--- src/rtl/isolation_tree_pkg.sv ---
// isolation_tree_pkg
//   Shared definitions for the isolation-tree scorer: FSM state encoding,
//   configuration word layout helpers and heap-order node-index helpers.
//   Config word layout (MSB..LSB): {leaf, feat_idx[FIDX_W-1:0], split[DATA_W-1:0]}.
package isolation_tree_pkg;

    typedef enum logic [1:0] {
        IDLE = 2'd0,
        WALK = 2'd1,
        DONE = 2'd2
    } state_t;

    // Feature-index width; a single-feature sample still gets a 1-bit field.
    function automatic int fidx_width(input int num_feat);
        return (num_feat > 1) ? $clog2(num_feat) : 1;
    endfunction

    // Config word field positions.
    function automatic int cfg_feat_lsb(input int data_w);
        return data_w;
    endfunction

    function automatic int cfg_leaf_bit(input int data_w, input int fidx_w);
        return data_w + fidx_w;
    endfunction

    function automatic int cfg_width(input int data_w, input int fidx_w);
        return 1 + fidx_w + data_w;
    endfunction

    // Heap order: left child 2i+1 (feature < split), right child 2i+2.
    function automatic int unsigned child_of(input int unsigned node, input logic go_right);
        return 2 * node + 1 + (go_right ? 1 : 0);
    endfunction

endpackage

--- src/rtl/itree_node_table.sv ---
// itree_node_table
//   NODES-entry register file holding the split tree in heap order.
//   One synchronous write port, one asynchronous read port, cleared by reset.
// Ports:
//   clk, reset     clock, asynchronous active-low reset (clears all entries)
//   we/waddr/wdata write strobe, node index, entry data
//   raddr/rdata    combinational read of entry raddr (out-of-range reads 0)
module itree_node_table #(
    parameter int DEPTH   = 3,
    parameter int ENTRY_W = 11
) (
    input  logic               clk,
    input  logic               reset,
    input  logic               we,
    input  logic [DEPTH-1:0]   waddr,
    input  logic [ENTRY_W-1:0] wdata,
    input  logic [DEPTH-1:0]   raddr,
    output logic [ENTRY_W-1:0] rdata
);

    localparam int NODES = (1 << DEPTH) - 1;

    logic [ENTRY_W-1:0] mem [NODES];

    always_ff @(posedge clk or negedge reset) begin
        if (!reset) begin
            for (int i = 0; i < NODES; i++) mem[i] <= '0;
        end else if (we && (waddr < DEPTH'(NODES))) begin
            mem[waddr] <= wdata;
        end
    end

    assign rdata = (raddr < DEPTH'(NODES)) ? mem[raddr] : '0;

endmodule

--- src/rtl/isolation_tree_scorer.sv ---
// isolation_tree_scorer
//   Walks one configurable binary split tree per sample, one level per clock,
//   and reports the number of splits taken plus an anomaly flag
//   (path_len <= anom_thresh). Short paths mean the sample is easy to isolate.
// Ports:
//   clk, reset               clock, asynchronous active-low reset
//   in_data/in_valid/in_ready sample input handshake (ready only in IDLE)
//   out_valid/out_ready      result handshake; anomaly, path_len held while valid
//   cfg_we/cfg_addr/cfg_data node table / threshold write port
//                            (addr all-ones = anom_thresh)
//   cfg_err                  one-cycle pulse when a config write was dropped
//   sample_count             results delivered, wrapping
module isolation_tree_scorer
    import isolation_tree_pkg::*;
#(
    parameter  int DATA_W   = 8,
    parameter  int NUM_FEAT = 4,
    parameter  int DEPTH    = 3,
    parameter  int CNT_W    = 16,
    localparam int FIDX_W   = fidx_width(NUM_FEAT),
    localparam int LEN_W    = $clog2(DEPTH + 1),
    localparam int CFG_W    = cfg_width(DATA_W, FIDX_W)
) (
    input  logic                       clk,
    input  logic                       reset,
    input  logic [NUM_FEAT*DATA_W-1:0] in_data,
    input  logic                       in_valid,
    output logic                       in_ready,
    output logic                       out_valid,
    input  logic                       out_ready,
    output logic                       anomaly,
    output logic [LEN_W-1:0]           path_len,
    input  logic                       cfg_we,
    input  logic [DEPTH-1:0]           cfg_addr,
    input  logic [CFG_W-1:0]           cfg_data,
    output logic                       cfg_err,
    output logic [CNT_W-1:0]           sample_count
);

    localparam int NODES    = (1 << DEPTH) - 1;
    localparam int FEAT_LSB = cfg_feat_lsb(DATA_W);
    localparam int LEAF_BIT = cfg_leaf_bit(DATA_W, FIDX_W);

    state_t                           state;
    logic [NUM_FEAT-1:0][DATA_W-1:0]  sample_q;
    logic [DEPTH-1:0]                 node_q;
    logic [LEN_W-1:0]                 len_q;
    logic [LEN_W-1:0]                 thresh_q;

    logic [CFG_W-1:0]  node_ent;
    logic [DATA_W-1:0] node_split;
    logic [FIDX_W-1:0] node_feat;
    logic              node_leaf;
    logic [DATA_W-1:0] feat_val;
    logic              go_right;
    logic [LEN_W-1:0]  len_next;
    logic [DEPTH-1:0]  child_idx;

    // Config writes only land while idle and not racing a sample accept,
    // so a walk always sees a consistent table.
    logic cfg_ok, tbl_we, thr_we;
    assign cfg_ok = cfg_we && (state == IDLE) && !in_valid;
    assign tbl_we = cfg_ok && (cfg_addr != DEPTH'(NODES));
    assign thr_we = cfg_ok && (cfg_addr == DEPTH'(NODES));

    itree_node_table #(
        .DEPTH   (DEPTH),
        .ENTRY_W (CFG_W)
    ) u_table (
        .clk   (clk),
        .reset (reset),
        .we    (tbl_we),
        .waddr (cfg_addr),
        .wdata (cfg_data),
        .raddr (node_q),
        .rdata (node_ent)
    );

    assign node_split = node_ent[DATA_W-1:0];
    assign node_feat  = node_ent[FEAT_LSB +: FIDX_W];
    assign node_leaf  = node_ent[LEAF_BIT];

    // Indices with no matching feature (non-power-of-two NUM_FEAT) fall back to feature 0.
    always_comb begin
        feat_val = sample_q[0];
        for (int f = 0; f < NUM_FEAT; f++) begin
            if (node_feat == FIDX_W'(f)) feat_val = sample_q[f];
        end
    end

    assign go_right  = (feat_val >= node_split);
    assign len_next  = len_q + LEN_W'(1);
    // Child index is truncated; when it overflows the walk ends on depth anyway.
    assign child_idx = DEPTH'(child_of(int'(node_q), go_right));

    always_ff @(posedge clk or negedge reset) begin
        if (!reset) begin
            state        <= IDLE;
            sample_q     <= '0;
            node_q       <= '0;
            len_q        <= '0;
            thresh_q     <= LEN_W'(1);
            in_ready     <= 1'b1;
            out_valid    <= 1'b0;
            anomaly      <= 1'b0;
            path_len     <= '0;
            cfg_err      <= 1'b0;
            sample_count <= '0;
        end else begin
            cfg_err <= cfg_we && !cfg_ok;
            if (thr_we) thresh_q <= cfg_data[LEN_W-1:0];

            case (state)
                IDLE: begin
                    if (in_valid) begin
                        sample_q <= in_data;
                        node_q   <= '0;
                        len_q    <= '0;
                        in_ready <= 1'b0;
                        state    <= WALK;
                    end
                end
                WALK: begin
                    if (node_leaf) begin
                        state     <= DONE;
                        out_valid <= 1'b1;
                        path_len  <= len_q;
                        anomaly   <= (len_q <= thresh_q);
                    end else begin
                        node_q <= child_idx;
                        len_q  <= len_next;
                        if (len_next == LEN_W'(DEPTH)) begin
                            state     <= DONE;
                            out_valid <= 1'b1;
                            path_len  <= len_next;
                            anomaly   <= (len_next <= thresh_q);
                        end
                    end
                end
                DONE: begin
                    if (out_ready) begin
                        sample_count <= sample_count + CNT_W'(1);
                        out_valid    <= 1'b0;
                        in_ready     <= 1'b1;
                        state        <= IDLE;
                    end
                end
                default: begin
                    state     <= IDLE;
                    out_valid <= 1'b0;
                    in_ready  <= 1'b1;
                end
            endcase
        end
    end

endmodule

--- config.mk ---
export PLATFORM = sky130hd
export DESIGN_NAME = isolation_tree_scorer
export DESIGN_NICKNAME = d
export VERILOG_FILES = /design/src/rtl/isolation_tree_pkg.sv /design/src/rtl/itree_node_table.sv /design/src/rtl/isolation_tree_scorer.sv
export SDC_FILE = /design/constraint.sdc
export NUM_CORES = 1
export LEC_CHECK = 0
export BUFFER_PORTS_ARGS = -buffer_cell sky130_fd_sc_hd__buf_2
export CORE_UTILIZATION = 49
export CTS_CLUSTER_DIAMETER = 200
export DETAILED_ROUTE_END_ITERATION = 12
export PLACE_DENSITY_LB_ADDON = 0.12
export SETUP_SLACK_MARGIN = 0.15
export SYNTH_ARGS = -nofsm -noshare
export SYNTH_HDL_FRONTEND = slang
export SYNTH_SLANG_ARGS = --single-unit
--- constraint.sdc ---
create_clock -name clk -period 5.4 [get_ports clk]
set_clock_uncertainty 0.15 [all_clocks]
set_input_delay 1.08 -clock clk [delete_from_list [all_inputs] [get_ports clk]]
set_output_delay 1.08 -clock clk [all_outputs]
set_load 0.01 [all_outputs]
== Word-level counts from Yosys, hierarchy flattened ==
Cells that the tools add are included.

* Register bits after elaboration: 140
* Input bits: 51
* Output and inout bits: 22
* Word-level logic and storage cells: 101

* $add $sub $neg: 4
* Order comparisons: 8
* Eq/ne operators: 12
* Muxes and demuxes: 33
* Bitwise gates (word level): 4
* Reductions and logical operators: 19

{| class="wikitable"
|+ Operators by type and width
! cell !! number
|-
| bitwise mux 77 bit || 1
|-
| two-way mux 11 bit || 4
|-
| binary-select mux 11 bit (select 3 bit) || 1
|-
| demux 11 bit (select 3 bit) || 1
|-
| two-way mux 8 bit || 3
|-
| adder 16 x 1 -> 16 bit, second input constant || 1
|-
| two-way mux 2 bit || 8
|-
| AND reduction 3 bit || 4
|-
| equality test 2 bit, second input constant || 4
|-
| >= comparator 4 bit, second input constant || 2
|-
| >= comparator 8 bit || 1
|-
| two-way mux 1 bit || 8
|-
| inverter 3 -> 4 bit || 2
|-
| logical AND 1 bit || 7
|-
| < comparator 3 bit, second input constant || 2
|-
| two-way mux 3 bit || 2
|-
| inequality test 2 bit, second input constant || 3
|-
| inequality test 3 bit, second input constant || 2
|-
| one-hot mux 1 bit (3 select lines) || 2
|-
| one-hot mux 2 bit (3 select lines) || 1
|-
| one-hot mux 3 bit (2 select lines) || 1
|-
| AND reduction 2 bit || 3
|-
| equality test 2 x 1 -> 1 bit, second input constant || 2
|-
| <= comparator 2 bit || 2
|-
| 10 further kinds || 13
|}

== Depth between registers and ports, before layout ==
Gate-level depths: netlist (run 1).

* Depth in word-level cells: 14
* Mapped depth: 15
* Mapped depth without buffers: 13

== Cells and area by module ==
A second synthesis (run 1) with hierarchy kept.

* Cells, all modules: 508
* Area, all modules: 6745.2 sq um

{| class="wikitable"
|+ Modules (own cells, without submodules)
! module !! times used !! cells an instance !! area an instance (sq um) !! seq. area each (sq um)
|-
| itree_node_table || 1 || 259 || 3632.2 || 1926.8
|-
| isolation_tree_scorer || 1 || 249 || 3113.0 || 1579.0
|}

== Worst setup path after synthesis (run 1) ==
No wires, ideal clock.

* Path kind: flip-flop to flip-flop
* Start: register node_q[0]
* End: register node_q[2]
* Setup time: 0.083 ns
* Arrival: 3.005 ns
* Data required time: 5.167 ns
* Slack: 2.162 ns
* Cell stages (with the launch flop): 15
* Path buffers: 2
* Period minus slack after synthesis: 3.238 ns
* Cell sequence: dfrtp_1 buf_6 mux2_4 o311ai_4 buf_6 mux2i_1 mux2i_1 ha_1 a21o_1 a21o_1 a21oi_1 o21ai_0 ha_1 xnor2_1 o21ai_0

* Longest elaborated chain between the ends: 14
* Elaborated cells on any way between the ends: 20
* Classes of those cells: add/sub (2); order compare (2); eq/ne (4); mux (10); bitwise (1); reduce/logical (1)

{| class="wikitable"
|+ RTL lines
! item !! RTL line !! text
|-
| start: declaration || isolation_tree_scorer.sv:46 || <nowiki>logic [DEPTH-1:0] node_q;</nowiki>
|-
| start signal: assignment || isolation_tree_scorer.sv:130 || <nowiki>node_q <= child_idx;</nowiki>
|-
| inverter 3 -> 4 bit (not written as such) || itree_node_table.sv:33 || <nowiki>assign rdata = (raddr < DEPTH'(NODES)) ? mem[raddr] : '0;</nowiki>
|-
| binary-select mux 11 bit (select 3 bit) || itree_node_table.sv:33 ||
|-
| two-way mux 11 bit (not written as such) (2 in a row) || itree_node_table.sv:33 ||
|-
| two-way mux 11 bit || itree_node_table.sv:33 ||
|-
| equality test 2 x 1 -> 1 bit || isolation_tree_scorer.sv:87 || <nowiki>if (node_feat == FIDX_W'(f)) feat_val = sample_q[f];</nowiki>
|-
| two-way mux 8 bit (3 in a row) || isolation_tree_scorer.sv:87 ||
|-
| >= comparator 8 bit || isolation_tree_scorer.sv:91 || <nowiki>assign go_right = (feat_val >= node_split);</nowiki>
|-
| two-way mux 1 bit || isolation_tree_pkg.sv:33 || <nowiki>return 2 * node + 1 + (go_right ? 1 : 0);</nowiki>
|-
| adder 3 x 1 -> 3 bit || isolation_tree_pkg.sv:33 ||
|-
| two-way mux 3 bit || isolation_tree_scorer.sv:124 || <nowiki>if (node_leaf) begin</nowiki>
|-
| one-hot mux 3 bit (2 select lines) || isolation_tree_scorer.sv:113 || <nowiki>case (state)</nowiki>
|}

Several ways; a longest one is shown, not always the timed one. The select of a mux whose other input is x is not followed.
A chain may end at the register's enable or synchronous reset.

== Worst setup path after layout (run 1) ==
* Start: register node_q[2]
* End: register node_q[2]

* Longest elaborated chain between the ends: 14
* Elaborated cells on any way between the ends: 19
* Classes of those cells: add/sub (1); order compare (2); eq/ne (4); mux (10); bitwise (1); reduce/logical (1)

{| class="wikitable"
|+ RTL lines
! item !! RTL line
|-
| inverter 3 -> 4 bit (not written as such) || itree_node_table.sv:33
|-
| binary-select mux 11 bit (select 3 bit) || itree_node_table.sv:33
|-
| two-way mux 11 bit (not written as such) (2 in a row) || itree_node_table.sv:33
|-
| two-way mux 11 bit (*) || itree_node_table.sv:33
|-
| equality test 2 x 1 -> 1 bit || isolation_tree_scorer.sv:87
|-
| two-way mux 8 bit (3 in a row) || isolation_tree_scorer.sv:87
|-
| >= comparator 8 bit || isolation_tree_scorer.sv:91
|-
| two-way mux 1 bit || isolation_tree_pkg.sv:33
|-
| adder 3 x 1 -> 3 bit || isolation_tree_pkg.sv:33
|-
| two-way mux 3 bit || isolation_tree_scorer.sv:124
|-
| one-hot mux 3 bit (2 select lines) || isolation_tree_scorer.sv:113
|}

Every way passes the cells marked *; elsewhere a longest branch is shown, timed or not. The select of a mux whose other input is x is not followed.

==> flow_summary_export.csv, run 1 <==
group,metric,value,unit
worst_setup_path,timing.critical_path.required,5.57,ns
power,p_switching,1.52,mW
routing,detailedRoute.firstIterationViolations,239,
routing,wirelength,13400,um
yosys,yosysWarnings,0,
layout,finalInstanceArea,7660,sq um
clock_network,level_count_of_the_clock_h_tree,4,
clock_network,cts.repair.resized,0,
worst_setup_path,crit_path_top_delay_cell,"sky130_fd_sc_hd__dfrtp_1",
power,share_clk_of_total_power,0.251,
yosys,fraction_of_synthesized_area_in_multiplexers,0.231,
layout,finalCoreUtilization,0.595,
routing,route.detailed.vias_per_inst,5.41,
global_routing,first_pass_grt_wire_length,22200,um
worst_setup_path,critical_path_endpoint_category,"flop",
global_routing,grt-ovfl-total,0,
timing,fin_crit_sh,0.742,
timing,max_frequency,0.250,GHz
worst_setup_path,worst-setup-path-type,"reg -> reg",
clock_network,tritoncts,"built",
timing,drv_slew,0,
routing,drt-pass1-iter-count,4,
floorplanning,fp.dieH,118,um
layout,area_growth,16.3,%
place,place.detailed.instances,774,
clock_network,ctsLongestPathBuffers,2,
worst_setup_path,startpoint_type,"flop",
layout,post_route_cells_drive_above_1_share,0.308,
clock_network,insertion_delay,0.41,ns
yosys,synth_adder_area_share,0.0285,
power,vdd_ir_drop_max,0.265,mV
worst_setup_path,reg2reg_slack,1.39,ns
worst_setup_path,cp_data_arrival_time,4.17,ns
clock_network,clkTransAtPathRegs,0.05,ns
yosys,synth.yosys.seq_area_share,0.533,
global_routing,first_global_vias,4477,
clock_network,number_of_buffers_inserted_during_clock_tree_synthesis,17,
routing,met2WireLength,6480,um
yosys,yosys_register_bits,140,
layout,final-instance-count-excl-fill,806,
timing,setup_tns,0,ns
floorplanning,die_width,118,um
yosys,synth_cell_type_count,42,
clock_network,cts.hold.buffers_added,0,
clock_network,cts_sink_count,140,
timing,finalSetupViolCount,0,
yosys,synth_top_cell_area_share,0.525,
routing,maxUsedRoutingLayer,"met4",
worst_setup_path,reg2reg_capture_point,"node_q[2]",
worst_setup_path,timing.rr.start,"node_q[2]",
hold_path,hold_path_end,"sample_q[18]",
place,placed_area,7070,sq um
clock_network,cts_root_buf,"sky130_fd_sc_hd__clkbuf_16",
routing,routed_wire_length_on_met3,552,um
floorplanning,fp.coreArea,12900,sq um
routing,met1Wirelength,6250,um
global_routing,grt_antenna_before_repair,0,
hold_path,hold_path_class,"reg -> reg",
timing,fin_worst_hold_slack,0.326,ns
power,sequentialPowerShare,0.391,
yosys,post_synth_xor_area_fraction,0.0213,
timing,slew_margin_rel,0.184,
layout,antenna_cells,0,
yosys,dominant_combinational_cell_family_by_area_after_synthesis,"multiplexers",
power,power.share.combinational,0.358,
place,port_buffer_cells,72,
floorplanning,die_ar,13900,sq um
routing,count_of_nets_left_with_antenna_violations_after_detail_routing,0,
floorplanning,cell_rows,41,
yosys,share_of_the_synthesized_area_in_compound_gates_ao_oa_aoi_oai,0.0471,
routing,num_vias,4360,
yosys,post_synth_and_or_nand_nor_area_fraction,0.113,
worst_setup_path,crit_path_max_incr_delay,0.93,ns
power,p_sw_frac,0.332,
power,power_density_relative_to_cell_area,597,nW/um^2
place,dpl.hpwl,9040,um
global_routing,groute.usage.overall,0.205,
routing,wl_per_cell,16.6,um
worst_setup_path,r2r.worst_path.cells,13,
yosys,postSynthAreaPerCell,11.9,sq um
worst_setup_path,timing.critical_path.cells,"mux2i_1 -> o211ai_1 -> o311ai_4 -> mux2i_1 -> mux2_2 -> ha_1 -> nand2b_1 -> a211o_1 -> a21oi_1 -> o21ai_0 -> ha_1 -> xnor2_1 -> o21ai_0",
hold_path,min-delay-start,"sample_q[18]",
layout,fillCellCount,1076,
yosys,synthDominantAreaCellType,"sky130_fd_sc_hd__dfrtp_1",
yosys,post_synth_inst_count,553,
power,cellInternalPower,3.06,mW
timing,fin_crit,4.01,ns
clock_network,post_cts.repair.setup_buffers,0,
status,result_of_the_run,"complete, no violations",
run,cap_violations,0,
worst_setup_path,crit_path_max_fanout,24,
global_routing,grt_start_max_net_pins,103,
place,place_congestion,0.767,
hold_path,worstHoldPathCells,2,
routing,remaining_drc_errors,0,
yosys,net_count_after_synthesis,619,
yosys,synthesis.area,6580,sq um
timing,tightest_slew,1.22,ns
power,leakagePower,3.80,nW
timing,final-hold-violation-count,0,
floorplanning,effective_utilization_at_floorplan,0.511,
floorplanning,ios,73,
yosys,synthTopCellsByArea,"sky130_fd_sc_hd__dfrtp_1 (52%), sky130_fd_sc_hd__mux2_2 (13%), sky130_fd_sc_hd__nand2_1 (7.1%), sky130_fd_sc_hd__mux2i_1 (5.6%), sky130_fd_sc_hd__mux4_2 (3.4%)",
layout,finalNetCount,687,
timing,grt_setup_unrepaired,"no",
## how the worst max path moves through the flow
stage | start | to | slack [ns] | depth (start not counted)
final | node_q[2] | node_q[2] | 1.39 | 13
after global routing | node_q[2] | node_q[2] | 1.11 | 13
after CTS | node_q[2] | node_q[2] | 1.39 | 13
after detailed placement | node_q[2] | node_q[2] | 1.43 | 13
after global placement | node_q[2] | node_q[2] | 1.60 | 13
after floorplan | node_q[0] | node_q[2] | 2.16 | 14
## layer usage
metal	vias to the layer above	track usage
li1	2066	-
met1	2185	0.274
met2	97	0.323
met3	12	0.0572
met4	0	0.0649
met5	-	0
## logic make-up (layout without fill, tap and decap cells)
logic type               after synthesis  after routing
AND/OR/NAND/NOR                      172            172
flip-flops                           140            140
adder cells (fa/ha/maj)               15             15
buffers and inverters                 36            117
multiplexers                         129            129
XOR/XNOR                              16             16
AO/OA/AOI/OAI                         45             45
## per-stage QoR
stage	setup WS, ns	power [mW]
floorplan	2.16	3.02
global placement	1.60	3.37
detailed placement	1.43	3.45
CTS	1.39	4.62
global route	1.11	4.90
finish	1.39	4.57
## layout by cell type, fill, tap and decap left out, types with 3 or more instances in the layout
| master | instances |
|---|---|
| sky130_fd_sc_hd__o211ai_1 | 9 |
| sky130_fd_sc_hd__xnor2_1 | 13 |
| sky130_fd_sc_hd__xor2_1 | 3 |
| sky130_fd_sc_hd__mux2_2 | 74 |
| sky130_fd_sc_hd__mux2i_1 | 37 |
| sky130_fd_sc_hd__nand3b_1 | 5 |
| sky130_fd_sc_hd__nand2b_1 | 3 |
| sky130_fd_sc_hd__nor2_1 | 7 |
| sky130_fd_sc_hd__nand3_1 | 12 |
| sky130_fd_sc_hd__and3_1 | 7 |
| sky130_fd_sc_hd__clkbuf_1 | 4 |
| sky130_fd_sc_hd__o22ai_1 | 3 |
| sky130_fd_sc_hd__dfrtp_1 | 138 |
| sky130_fd_sc_hd__a21oi_1 | 9 |
| sky130_fd_sc_hd__mux4_2 | 10 |
| sky130_fd_sc_hd__ha_1 | 15 |
| sky130_fd_sc_hd__buf_2 | 71 |
| sky130_fd_sc_hd__o21ai_0 | 15 |
| sky130_fd_sc_hd__buf_4 | 6 |
| sky130_fd_sc_hd__clkbuf_16 | 17 |
| sky130_fd_sc_hd__mux2_1 | 7 |
| sky130_fd_sc_hd__clkinv_2 | 3 |
| sky130_fd_sc_hd__clkbuf_8 | 5 |
| sky130_fd_sc_hd__inv_1 | 7 |
| sky130_fd_sc_hd__nor2b_1 | 4 |
| sky130_fd_sc_hd__nand2_1 | 124 |
## cell type report
cell class / instances / area (sq um) / share of cell area
Sequential cell: 140 / 3510 / 0.458
Multi-Input combinational cell: 377 / 2910 / 0.380
Clock buffer: 26 / 509 / 0.0665
Timing Repair Buffer: 78 / 412 / 0.0537
Tap cell: 172 / 215 / 0.0281
Clock inverter: 6 / 82.6 / 0.0108
Inverter: 7 / 26.3 / 0.00343
## critical path, delay by kind of cell, from the launching register on
kind            cells  cell delay, ns
compound gates      6            1.36
xor+xnor            1            0.12
mux                 3            0.70
flops               1            0.93
fa+ha+maj           2            0.49
simple gates        1            0.14
## Yosys cell counts, drive strengths merged
cell type,number
mux2i,37
o211ai,9
mux4,10
nor2b,4
and3b,1
o22ai,3
o32a,1
nand3b,5
nor2,7
inv,7
xnor2,13
nand4,2
and4,2
dfstp,2
o21ai,16
clkbuf,14
o221a,1
and3,7
a21o,2
nand2b,3
mux2,82
a211o,1
o21a,1
a2bb2oi,1
dfrtp,138
nor3b,2
o311ai,1
ha,15
nand2,124
nor3,2
xor2,3
a21oi,9
buf,15
nand3,12
and2,1
## power groups by stage
stage,Clock (mW),Combinational [mW],Sequential [mW]
after global placement,0,1.58,1.79
after CTS,1.17,1.66,1.79
final,1.15,1.64,1.79
after global routing,1.22,1.83,1.84
after detailed placement,0,1.65,1.80
after floorplan,0,1.33,1.69
## flip-flops by register name (all words and copies together) (netlist names)
| register | cells |
|---|---|
| thresh_q | 2 |
| path_len | 2 |
| sample_count | 16 |
| state | 2 |
| cfg_err | 1 |
| in_ready | 1 |
| out_valid | 1 |
| len_q | 2 |
| sample_q | 32 |
| anomaly | 1 |
| u_table.mem | 77 |
| node_q | 3 |
Note: power is estimated with default switching activity, not from simulation.
==> run 2, diff against run 1 <==
Clock period 5.4 ns to 3.4 ns, I/O delays scaled along.
==> run 2 against run 1 <==
Compared with the run above: largest power group is now combinational cells; utilization grew 2.7 points; largest cell class unchanged; hold slack lost 0.27 ns; register-to-register slack lost 1.2 ns; worst setup slack lost 1.2 ns; maximum frequency grew 26%; clock power grew 89%.
==> flow_summary_export.csv, run 2 (same netlist as run 1, synthesis figures left out) <==
group,metric,value,unit
clock_network,number_of_buffers_inserted_during_clock_tree_synthesis,17,
worst_setup_path,crit_path_max_incr_delay,0.43,ns
hold_path,hold_path_class,"in -> async",
worst_setup_path,startpoint_type,"flop",
layout,area_growth,21.6,%
place,port_buffer_cells,72,
worst_setup_path,kind_of_cell_adding_the_most_delay_to_the_critical_path,"compound AO/OA/AOI/OAI gates",
timing,slew_margin_rel,0.312,
routing,num_vias,4435,
clock_network,clkTransAtPathRegs,0.06,ns
routing,wirelength,13700,um
run,cap_violations,0,
routing,route.detailed.vias_per_inst,5.36,
timing,fin_crit,3.19,ns
routing,count_of_nets_left_with_antenna_violations_after_detail_routing,0,
routing,remaining_drc_errors,0,
place,dpl.hpwl,9340,um
power,vdd_ir_drop_max,0.462,mV
global_routing,groute.usage.overall,0.215,
floorplanning,cell_rows,41,
worst_setup_path,timing.critical_path.cells,"mux2_4 -> o311ai_4 -> buf_12 -> buf_12 -> mux2i_1 -> mux2i_1 -> ha_1 -> a21o_1 -> a21o_1 -> a21oi_2 -> o21ai_2 -> ha_2 -> nand3_2 -> nand2_1",
clock_network,ctsLongestPathBuffers,2,
layout,layout_commonest_cell,"sky130_fd_sc_hd__dfrtp_1",
routing,drt-pass1-iter-count,4,
floorplanning,die_width,118,um
power,power.total,7.96,mW
layout,antenna_cells,0,
global_routing,first_global_vias,4605,
floorplanning,die_ar,13900,sq um
clock_network,tritoncts,"built",
timing,drv_slew,0,
timing,final-hold-violation-count,0,
layout,highest_count_cells_in_the_layout_ignoring_fill_and_taps,"sky130_fd_sc_hd__dfrtp_1 (136), sky130_fd_sc_hd__nand2_1 (124), sky130_fd_sc_hd__mux2_2 (73)",
status,result_of_the_run,"complete, no violations",
layout,max_reg_flops,77,
place,place.detailed.instances,788,
timing,grt_setup_unrepaired,"yes",
floorplanning,fp.coreArea,12900,sq um
worst_setup_path,worst-setup-path-type,"reg -> reg",
global_routing,grt_antenna_before_repair,0,
layout,regMostFlops,"u_table.mem",
routing,wl_per_cell,16.5,um
worst_setup_path,crit_path_max_fanout,7,
power,leakagePower,3.98,nW
timing,fin_crit_sh,0.937,
layout,post_route_cells_drive_above_1_share,0.346,
worst_setup_path,timing.critical_path.required,3.59,ns
layout,finalCoreUtilization,0.622,
timing,tightest_slew,1.03,ns
floorplanning,fp.dieH,118,um
power,power_density_relative_to_cell_area,995,nW/um^2
clock_network,cts_sink_count,140,
floorplanning,effective_utilization_at_floorplan,0.511,
layout,finalNetCount,709,
global_routing,grt_start_max_net_pins,66,
global_routing,grt-ovfl-total,0,
clock_network,insertion_delay,0.42,ns
global_routing,first_pass_grt_wire_length,23300,um
timing,finalSetupViolCount,0,
layout,reg.largest.list,"u_table.mem x77, sample_q x32, sample_count x16",
worst_setup_path,critical_path_endpoint_category,"flop",
place,place_congestion,0.778,
timing,fin_worst_hold_slack,0.0535,ns
worst_setup_path,critical_path.n_buffers_inverters,2,
routing,detailedRoute.firstIterationViolations,308,
worst_setup_path,cp_data_arrival_time,3.38,ns
clock_network,cts_root_buf,"sky130_fd_sc_hd__clkbuf_16",
layout,final-instance-count-excl-fill,828,
floorplanning,ios,73,
timing,max_frequency,0.314,GHz
clock_network,level_count_of_the_clock_h_tree,4,
worst_setup_path,crit_path_top_delay_cell,"sky130_fd_sc_hd__dfrtp_2",
run 2: worst reg2reg max path, delay by kind of cell, from the launching register on:
| kind | cells | cell delay, ns |
|---|---|---|
| AO/OA/AOI/OAI | 5 | 0.95 |
| multiplexers | 3 | 0.61 |
| adder cells (fa/ha/maj) | 2 | 0.52 |
| flip-flops | 1 | 0.43 |
| buffers and inverters | 2 | 0.29 |
| AND/OR/NAND/NOR | 2 | 0.15 |
run 2: layer usage:
layer	global-route usage	vias up	part of all wire
met3	0.0514	14	0.036
met5	0	-	0
met1	0.290	2243	0.47
li1	-	2098	-
met2	0.343	80	0.48
met4	0.0665	0	0.013
run 2: final cells by class:
class | instances | area, sq um
Clock buffer | 21 | 460
Clock inverter | 11 | 238
Fill cell | 1019 | 4870
Inverter | 7 | 26.3
Multi-Input combinational cell | 377 | 2930
Sequential cell | 140 | 3510
Tap cell | 172 | 215
Timing Repair Buffer | 100 | 622
run 2: power by group:
| group | internal, mW | switching [mW] |
|---|---|---|
| clock network | 1.49 | 0.684 |
| registers | 2.38 | 0.426 |
| logic | 1.56 | 1.43 |
| total | 5.43 | 2.54 |
run 2: path summary, 6_finish.rpt:
| kind | startpoint | endpoint | slack, ns | cells past startpoint |
|---|---|---|---|---|
| max reg2reg | node_q[0] | node_q[1] | 0.21 | 14 |
| max | node_q[0] | node_q[1] | 0.21 | 14 |
| max in group asynchronous | reset | thresh_q[0] | 2.28 | 2 |
| min reg2reg | sample_q[28] | sample_q[28] | 0.33 | 2 |
| min in group clk | in_data[3] | sample_q[3] | 0.30 | 3 |
| min | reset | sample_count[8] | 0.05 | 1 |
run 2: repair_timing:
action | in CTS | in global routing
buffers inserted | 7 | 1
hold endpoints to repair | 0 | 0
endpoints found under the setup margin | 2 | 2
hold buffers | 0 | 0
pin swaps | 1 | 11
gates resized for setup | 2 | 11
run 2: stage by stage:
step / setup TNS [ns] / area, sq um / setup slack (ns)
final: 0 / 8000 / 0.214
after CTS: 0 / 7960 / 0.156
after global placement: 0 / 7200 / 0.123
after global routing: 0 / 8000 / 0.107
after floorplan: 0 / 6580 / 0.162
after detailed placement: -0.0325 / 7200 / -0.0325
==> run 3, diff against run 2 <==
Settings changed: CORE_MARGIN set to 3, PLACE_DENSITY set to 0.69, PLACE_DENSITY_LB_ADDON 0.12 to unset.
Clock period 3.4 ns to 3.7 ns, I/O delays scaled along.
==> run 3 against run 2 <==
Compared with the run above: clock power fell by 12%; global-route usage fell by 1.8 points; sequential power fell by 7.8%; sequential cell count did not move; wire length fell by 1.4%; highest routed layer is now met5; hold slack improved by 0.088 ns; maximum frequency fell by 4.1%; combinational power fell by 18%; critical path type unchanged.
==> flow_summary_export.csv, run 3 (same netlist as run 1, synthesis figures left out) <==
group,metric,value,unit
clock_network,cts_root_buf,"sky130_fd_sc_hd__clkbuf_16",
power,share_clk_of_total_power,0.275,
layout,reg.largest.list,"u_table.mem x77, sample_q x32, sample_count x16",
floorplanning,fp.dieH,122,um
power,sequentialPowerShare,0.374,
floorplanning,ios,73,
layout,antenna_cells,0,
worst_setup_path,critical_path_endpoint_category,"flop",
place,place_congestion,0.776,
clock_network,cts.repair.resized,0,
worst_setup_path,worst-setup-path-type,"reg -> reg",
worst_setup_path,reg2reg_slack,0.38,ns
global_routing,grt_start_max_net_pins,66,
routing,wl_per_cell,16.6,um
worst_setup_path,r2r.worst_path.cells,13,
timing,grt_setup_unrepaired,"no",
global_routing,first_global_vias,4625,
place,dpl.hpwl,9260,um
clock_network,post_cts.repair.setup_buffers,0,
timing,fin_worst_hold_slack,0.142,ns
timing,fin_crit_sh,0.898,
floorplanning,die_ar,14900,sq um
timing,max_frequency,0.301,GHz
worst_setup_path,reg2reg_capture_point,"node_q[2]",
worst_setup_path,startpoint_type,"flop",
timing,slew_margin_rel,0.170,
floorplanning,effective_utilization_at_floorplan,0.511,
global_routing,grt_use_met1,0.251,
layout,finalNetCount,695,
worst_setup_path,timing.critical_path.required,3.88,ns
routing,drt-pass1-iter-count,4,
layout,regMostFlops,"u_table.mem",
power,p_sw_frac,0.321,
global_routing,groute.layer.met2.usage,0.326,
routing,remaining_drc_errors,0,
clock_network,cts_sink_count,140,
timing,setup_tns,0,ns
clock_network,tritoncts,"built",
floorplanning,die_width,122,um
timing,tightest_slew,1.24,ns
power,power.share.combinational,0.351,
layout,post_route_cells_drive_above_1_share,0.321,
global_routing,first_pass_grt_wire_length,23000,um
layout,fillCellCount,1052,
routing,num_vias,4362,
worst_setup_path,cp_data_arrival_time,3.51,ns
layout,max_reg_flops,77,
place,port_buffer_cells,72,
power,power_density_relative_to_cell_area,888,nW/um^2
layout,layout_commonest_cell,"sky130_fd_sc_hd__dfrtp_1",
clock_network,clkTransAtPathRegs,0.06,ns
routing,route.detailed.vias_per_inst,5.36,
worst_setup_path,worstSetupStartpoint,"node_q[0]",
global_routing,grt-ovfl-total,0,
global_routing,groute.usage.overall,0.197,
clock_network,ctsLongestPathBuffers,2,
worst_setup_path,crit_path_max_fanout,14,
clock_network,level_count_of_the_clock_h_tree,4,
global_routing,grt.met3_usage,0.0552,
routing,count_of_nets_left_with_antenna_violations_after_detail_routing,0,
run,cap_violations,0,
timing,finalSetupViolCount,0,
layout,area_growth,18.6,%
timing,fin_crit,3.32,ns
clock_network,insertion_delay,0.42,ns
timing,final-hold-violation-count,0,
hold_path,hold_path_class,"in -> async",
global_routing,grt_antenna_before_repair,1,
worst_setup_path,setup.worst_path.end,"node_q[2]",
clock_network,cts.hold.buffers_added,0,
power,leakagePower,3.87,nW
status,result_of_the_run,"complete, no violations",
timing,drv_slew,0,
power,cellInternalPower,4.71,mW
routing,detailedRoute.firstIterationViolations,234,
power,p_switching,2.23,mW
global_routing,grt_most_used_layer,"met2",
power,vdd_ir_drop_max,0.464,mV
worst_setup_path,timing.rr.start,"node_q[0]",
layout,highest_count_cells_in_the_layout_ignoring_fill_and_taps,"sky130_fd_sc_hd__dfrtp_1 (136), sky130_fd_sc_hd__nand2_1 (124), sky130_fd_sc_hd__mux2_2 (74)",
floorplanning,fp.coreArea,12900,sq um
clock_network,number_of_buffers_inserted_during_clock_tree_synthesis,17,
floorplanning,cell_rows,41,
routing,wirelength,13500,um
run 3: changes by cell type in the layout (fill, tap and decap cells not counted), moves of 2 or more:
cell,delta
sky130_fd_sc_hd__a21oi_1,+2
sky130_fd_sc_hd__o21ai_0,+2
sky130_fd_sc_hd__clkinvlp_4,+2
sky130_fd_sc_hd__clkinv_4,-2
sky130_fd_sc_hd__a21oi_2,-2
sky130_fd_sc_hd__buf_4,-11
sky130_fd_sc_hd__buf_12,-2
run 3: worst min-delay path by stage:
stage | endpoint
floorplan | anomaly
detailed placement | sample_q[26]
finish | sample_count[6]
global placement | sample_count[15]
CTS | sample_count[6]
global route | sample_count[6]
run 3: per-layer routing:
metal,share of wire,vias up,wire [um]
met3,0.046,19,623
met2,0.49,85,6580
met5,0.00096,-,13
met4,0.015,2,202
met1,0.45,2181,6060
li1,-,2075,-
run 3: critical path, stage by stage, from the launching register on:
cell	delay (ns)
sky130_fd_sc_hd__dfrtp_2	0.46
sky130_fd_sc_hd__mux2_4	0.33
sky130_fd_sc_hd__o311ai_4	0.31
sky130_fd_sc_hd__buf_6	0.26
sky130_fd_sc_hd__mux2i_1	0.20
sky130_fd_sc_hd__mux2i_1	0.09
sky130_fd_sc_hd__ha_1	0.31
sky130_fd_sc_hd__a21o_1	0.18
sky130_fd_sc_hd__a21o_1	0.16
sky130_fd_sc_hd__a21oi_1	0.12
sky130_fd_sc_hd__o21ai_0	0.16
sky130_fd_sc_hd__ha_1	0.23
sky130_fd_sc_hd__xnor2_1	0.12
sky130_fd_sc_hd__o21ai_0	0.15
run 3: power groups by stage:
stage          Combinational, mW  Clock, mW  Sequential (mW)
3_5_place_dp                2.44          0             2.60
5_1_grt                     2.77       2.01             2.68
3_3_place_gp                2.34          0             2.58
4_1_cts                     2.46       1.94             2.59
2_1_floorplan               1.93          0             2.47
6_report                    2.43       1.91             2.59
run 3: layout make-up:
cell class                 count  area, sq um  share of cell area
clock buffer                  21          450              0.0577
tap                          172          215              0.0276
inverter                       7         26.3             0.00336
clock inverter                11          214              0.0274
sequential                   140         3510               0.449
multi-input combinational    377         2910               0.372
timing repair buffer          86          488              0.0625
run 3: metrics by stage:
stage               worst slack [ns]  utilization  area [sq um]  cells  power [mW]
floorplan                      0.462            -          6580    553        4.41
global placement               0.373        0.554          7140    782        4.92
detailed placement             0.243        0.554          7140    782        5.04
CTS                            0.229        0.606          7800    814        6.99
global route                   0.153        0.607          7810    814        7.47
finish                         0.376        0.607          7810    814        6.94
